**src/rtl/jt51_dac_rx_pkg.sv**
```systemverilog
// Shared widths and the decoded DAC word layout for the YM2151 serial DAC receiver.
package jt51_dac_rx_pkg;

  localparam int MANT_W    = 10;
  localparam int EXP_W     = 3;
  localparam int WORD_W    = 13;
  localparam int SLOT_BITS = 16;
  localparam int OUT_W     = 16;

  // Serial word as it sits in the shift register: exponent in the top bits.
  typedef struct packed {
    logic [EXP_W-1:0]  exp;
    logic [MANT_W-1:0] mant;
  } dac_word_t;

endpackage

```
**src/rtl/jt51_dac_rx_fp2lin.sv**
```systemverilog
// Combinational YM3012-style float to signed linear conversion.
module jt51_dac_rx_fp2lin
  import jt51_dac_rx_pkg::*;
(
  input  dac_word_t                word,
  output logic signed [OUT_W-1:0]  lin
);

  logic signed [MANT_W-1:0] s;
  logic signed [OUT_W-1:0]  s_ext;

  // Offset-binary mantissa becomes two's complement by flipping its MSB.
  always_comb begin
    s     = {~word.mant[MANT_W-1], word.mant[MANT_W-2:0]};
    s_ext = {{(OUT_W-MANT_W){s[MANT_W-1]}}, s};
    lin   = '0;
    if (word.exp != '0) begin
      lin = s_ext <<< (word.exp - 1'b1);
    end
  end

endmodule

```
**src/rtl/jt51_dac_rx.sv**
```systemverilog
// Serial DAC stream receiver: shifts SO, latches left/right on SH1/SH2 falling edges.
// Optional framing-error checker enabled by defining JT51_DAC_RX_ERR_EN.
module jt51_dac_rx
  import jt51_dac_rx_pkg::*;
(
  input  logic                    clk,
  input  logic                    rst,
  input  logic                    cen,
  input  logic                    so,
  input  logic                    sh1,
  input  logic                    sh2,
  output logic signed [OUT_W-1:0] left,
  output logic signed [OUT_W-1:0] right,
  output logic                    sample
`ifdef JT51_DAC_RX_ERR_EN
  ,
  output logic                    frame_err
`endif
);

  logic [WORD_W-1:0]       sr;
  logic                    sh1_d;
  logic                    sh2_d;
  logic                    fall1;
  logic                    fall2;
  dac_word_t               word;
  logic signed [OUT_W-1:0] lin;

  assign fall1 = cen & sh1_d & ~sh1;
  assign fall2 = cen & sh2_d & ~sh2;
  assign word  = dac_word_t'(sr);

  jt51_dac_rx_fp2lin u_fp2lin (
    .word (word),
    .lin  (lin)
  );

  // Decode sees sr before this cen's shift, so the strobe bit is not part of the word.
  always_ff @(posedge clk) begin
    if (rst) begin
      sr     <= '0;
      sh1_d  <= 1'b1;
      sh2_d  <= 1'b1;
      left   <= '0;
      right  <= '0;
      sample <= 1'b0;
    end else begin
      sample <= 1'b0;
      if (cen) begin
        sr    <= {so, sr[WORD_W-1:1]};
        sh1_d <= sh1;
        sh2_d <= sh2;
        if (fall1) begin
          left <= lin;
        end
        if (fall2) begin
          right  <= lin;
          sample <= 1'b1;
        end
      end
    end
  end

`ifdef JT51_DAC_RX_ERR_EN
  localparam logic [4:0] CNT_MAX  = 5'd31;
  localparam logic [4:0] CNT_SLOT = 5'(SLOT_BITS);

  logic [4:0] bit_cnt;
  logic       armed;

  // The strobe cen already carries the first bit of the next slot, hence the reload of 1.
  always_ff @(posedge clk) begin
    if (rst) begin
      bit_cnt   <= '0;
      armed     <= 1'b0;
      frame_err <= 1'b0;
    end else if (cen) begin
      if (fall1 | fall2) begin
        bit_cnt <= 5'd1;
        armed   <= 1'b1;
        if ((armed && (bit_cnt != CNT_SLOT)) || (fall1 && fall2)) begin
          frame_err <= 1'b1;
        end
      end else if (bit_cnt != CNT_MAX) begin
        bit_cnt <= bit_cnt + 5'd1;
      end
    end
  end
`endif

endmodule

```
**config.mk**
```make
export PLATFORM = sky130hd
export DESIGN_NAME = jt51_dac_rx
export DESIGN_NICKNAME = d
export VERILOG_FILES = /design/src/rtl/jt51_dac_rx_pkg.sv /design/src/rtl/jt51_dac_rx_fp2lin.sv /design/src/rtl/jt51_dac_rx.sv
export SDC_FILE = /design/constraint.sdc
export NUM_CORES = 1
export LEC_CHECK = 0
export CAP_MARGIN = 10
export CORE_ASPECT_RATIO = 2
export CORE_MARGIN = 5
export CORE_UTILIZATION = 50
export CTS_BUF_LIST = sky130_fd_sc_hd__clkbuf_4 sky130_fd_sc_hd__clkbuf_8 sky130_fd_sc_hd__clkbuf_16
export DETAILED_ROUTE_END_ITERATION = 10
export PLACE_DENSITY = 0.88
export SYNTH_ARGS = -nofsm -noshare
export SYNTH_HDL_FRONTEND = slang
export SYNTH_HIERARCHICAL = 1
export SYNTH_SLANG_ARGS = --single-unit
```
**constraint.sdc**
```tcl
create_clock -name clk -period 2.5 [get_ports clk]
set_input_delay 0.5 -clock clk [delete_from_list [all_inputs] [get_ports clk]]
set_output_delay 0.5 -clock clk [all_outputs]
set_load 0.005 [all_outputs]
```
==> impl_metrics.yaml <==
cells_and_area:
  antennaDiodeCount: 0
  nets: 271
  drive_gt1_share_pct: 9.85
  area_growth_pct: 19.5
  postLayoutCellArea_mm2: 0.00283
flow_run:
  drv_cap: 0
timing:
  slew_headroom_pct: 37.2
  setup_tns_ns: 0
  clock_skew_ns: 0.00415
  layout_min_cycle_time_ns: 2.27
  whs_ns: 0.477
  setup_slack_ns: 0.229
  worstMarginPinSlew_ns: 0.942
  rsz0062_at_grt: "no"
  slew_violations: 0
  hold_viol: 0
  finalSetupViolations: 0
  fin_crit_sh_pct: 90.9
  max_freq_ghz: 0.440
routing:
  drt-pass1-iter-count: 4
  vias: 1704
  routed_via_density: 5.34
  remaining_drc_errors: 0
  drt_iter0_drc: 28
  wire_per_inst_um: 14.6
  antenna_left: 0
  wirelength_mm: 4.67
die:
  core_mm2: 0.00460
  initial_core_util_pct: 51.6
  die_h_um: 107
  die_x_um: 58.7
  rows: 35
  die_area_mm2: 0.00631
  pin_count: 39
synth:
  synth_compound_area_share_pct: 5.70
  synthSimpleGateAreaFrac_pct: 18.9
  synth_flop_cell: "dfxtp_1"
  async_flop_share_pct: 0
  synth_top_area_cell: "dfxtp_1"
  synth_top_family_by_area: "multiplexers"
  synth_edf_count: 0
  synth_top_area_share_pct: 40.5
  synthXorXnorAreaFrac_pct: 0
  synth_area_leaders: "dfxtp_1 (41%), mux2i_1 (22%), nand2b_1 (13%)"
  yosysMostFrequentCell: "mux2i_1"
  syn_inst: 231
  syn-cell-area_mm2: 0.00237
  yosysUniqueCellTypes: 29
  ys_seq_elements: 48
  synthAdderAreaFrac_pct: 1.05
  syn_nets: 239
  synth_common_cells: "mux2i_1 (51), nand2b_1 (49), dfxtp_1 (48)"
  muxShareOfSynthArea_pct: 28.2
  seq_area_frac_synth_pct: 40.5
  syn-mean-instance-area_um2: 10.3
  ys_warn_count: 6
cts:
  cts_resized: 0
  clk-insertion-delay-late_ns: 0.30
  cts_max_path_buffers: 2
  clkTransAtPathRegs_ns: 0.08
  cts_root_buffer: "clkbuf_8"
  numCtsBuffers: 5
  cts_hold_buffers: 0
  htreeDepth: 2
  cts.sinks: 48
  cts_tree: "built"
  post_cts_buffers: 0
power:
  seqPwrFrac_pct: 56.7
  p_leak_nw: 1.13
  p_int_mw: 1.06
  swShare_pct: 23.0
  pwr-share-comb_pct: 9.1
  switchingPower_mw: 0.316
  p_per_area_mw_per_mm2: 484
  pwr-share-clk_pct: 34.2
  ir_drop_uv: 425
grt:
  grt_pass1_wl_mm: 7.98
  grt_usage_pct: 16.1
  overflow: 0
  grt_pass1_vias: 1682
  antenna_found_initial: 0
  grt_max_degree: 65
run_status:
  status: "finished, final reports clean"
place:
  routabilityCongestion: 0.807
  place_hpwl_mm: 3.43
  place_ws_ns: 0.322
  place_area_mm2: 0.00274
  port_buffers: 38
critical_path:
  crit_arrival_ns: 2.45
  cp-start-kind: "flip-flop"
  crit_path_end_kind: "flip-flop"
  crit_fanout: 15
  path_class: "reg -> reg"
  cp.required_ns: 2.68
worst_hold_path:
  min_path_type: "reg -> reg"
-- layout by cell type (no fill, tap or decap), types with 2 or more instances in the layout --
cell type        instances
dfxtp_1                 48
clkdlybuf4s50_1         38
clkbuf_8                 6
mux2_4                   3
inv_1                    2
nand2_1                  2
buf_4                    3
a21oi_1                  2
and3b_1                  3
o22ai_1                  9
nor2_1                  18
clkinv_2                 2
mux2_2                   8
nor2b_1                  2
mux2i_1                 51
a211o_1                  2
nand2b_1                49
a22o_1                   2
ha_1                     2
o21ai_0                  2
-- state kept, by name, indices dropped and copies added, names as in the netlist --
name,count
right,16
sample,1
sh1_d,1
left,16
sr,13
sh2_d,1
-- per-stage QoR --
stage / util [%] / total power [mW] / cells
floorplan: - / 0.897 / 231
global placement: 59.6 / 0.920 / 311
detailed placement: 59.6 / 0.922 / 311
CTS: 61.6 / 1.39 / 319
global route: 61.6 / 1.43 / 319
finish: 61.6 / 1.37 / 319
-- critical path, cell delays in order (launching register included) --
cell and delay, ns:
dfxtp_1 0.35, inv_2 0.10, ha_1 0.63, mux2_2 0.41, mux2i_1 0.30, o22ai_1 0.15
nand2b_1 0.13, mux2i_1 0.07
-- layer usage --
| metal | vias to the layer above | global-route usage, % | routed length [µm] |
|---|---|---|---|
| li1 | 856 | - | - |
| met1 | 797 | 18.0 | 1800 |
| met2 | 42 | 28.7 | 2600 |
| met3 | 9 | 2.64 | 161 |
| met4 | 0 | 7.46 | 111 |
| met5 | - | 0 | 0 |
-- logic make-up after synthesis --
| logic type | Yosys count |
|---|---|
| AOI/OAI and AO/OA | 20 |
| adders and majority gates | 2 |
| buffers and inverters | 20 |
| DFF | 48 |
| muxes | 63 |
| and+or+nand+nor | 78 |
-- power by group through the flow --
stage	clock (mW)	sequential (mW)	combinational, mW
3_3_place_gp	0	0.796	0.123
6_report	0.469	0.778	0.126
2_1_floorplan	0	0.796	0.102
4_1_cts	0.485	0.779	0.126
3_5_place_dp	0	0.797	0.125
5_1_grt	0.512	0.780	0.135
-- final timing paths --
| kind | startpoint | end | slack, ns | depth (start not counted) |
|---|---|---|---|---|
| max | sr[10]$_SDFFE_PP0P_ | left[6]$_SDFFE_PP0P_ | 0.23 | 7 |
| min | left[7]$_SDFFE_PP0P_ | left[7]$_SDFFE_PP0P_ | 0.48 | 2 |
| max reg2reg | sr[10]$_SDFFE_PP0P_ | left[6]$_SDFFE_PP0P_ | 0.23 | 7 |
| min reg2reg | left[7]$_SDFFE_PP0P_ | left[7]$_SDFFE_PP0P_ | 0.48 | 2 |
-- final cells by class --
cell class                 count  area, µm²
sequential                    48        961
clock buffer                   6       82.6
fill                         399       1760
clock inverter                 2       10.0
timing repair buffer          42        423
tap                           55       68.8
multi-input combinational    163       1280
inverter                       3       11.3
(Power assumes the default switching activity.)
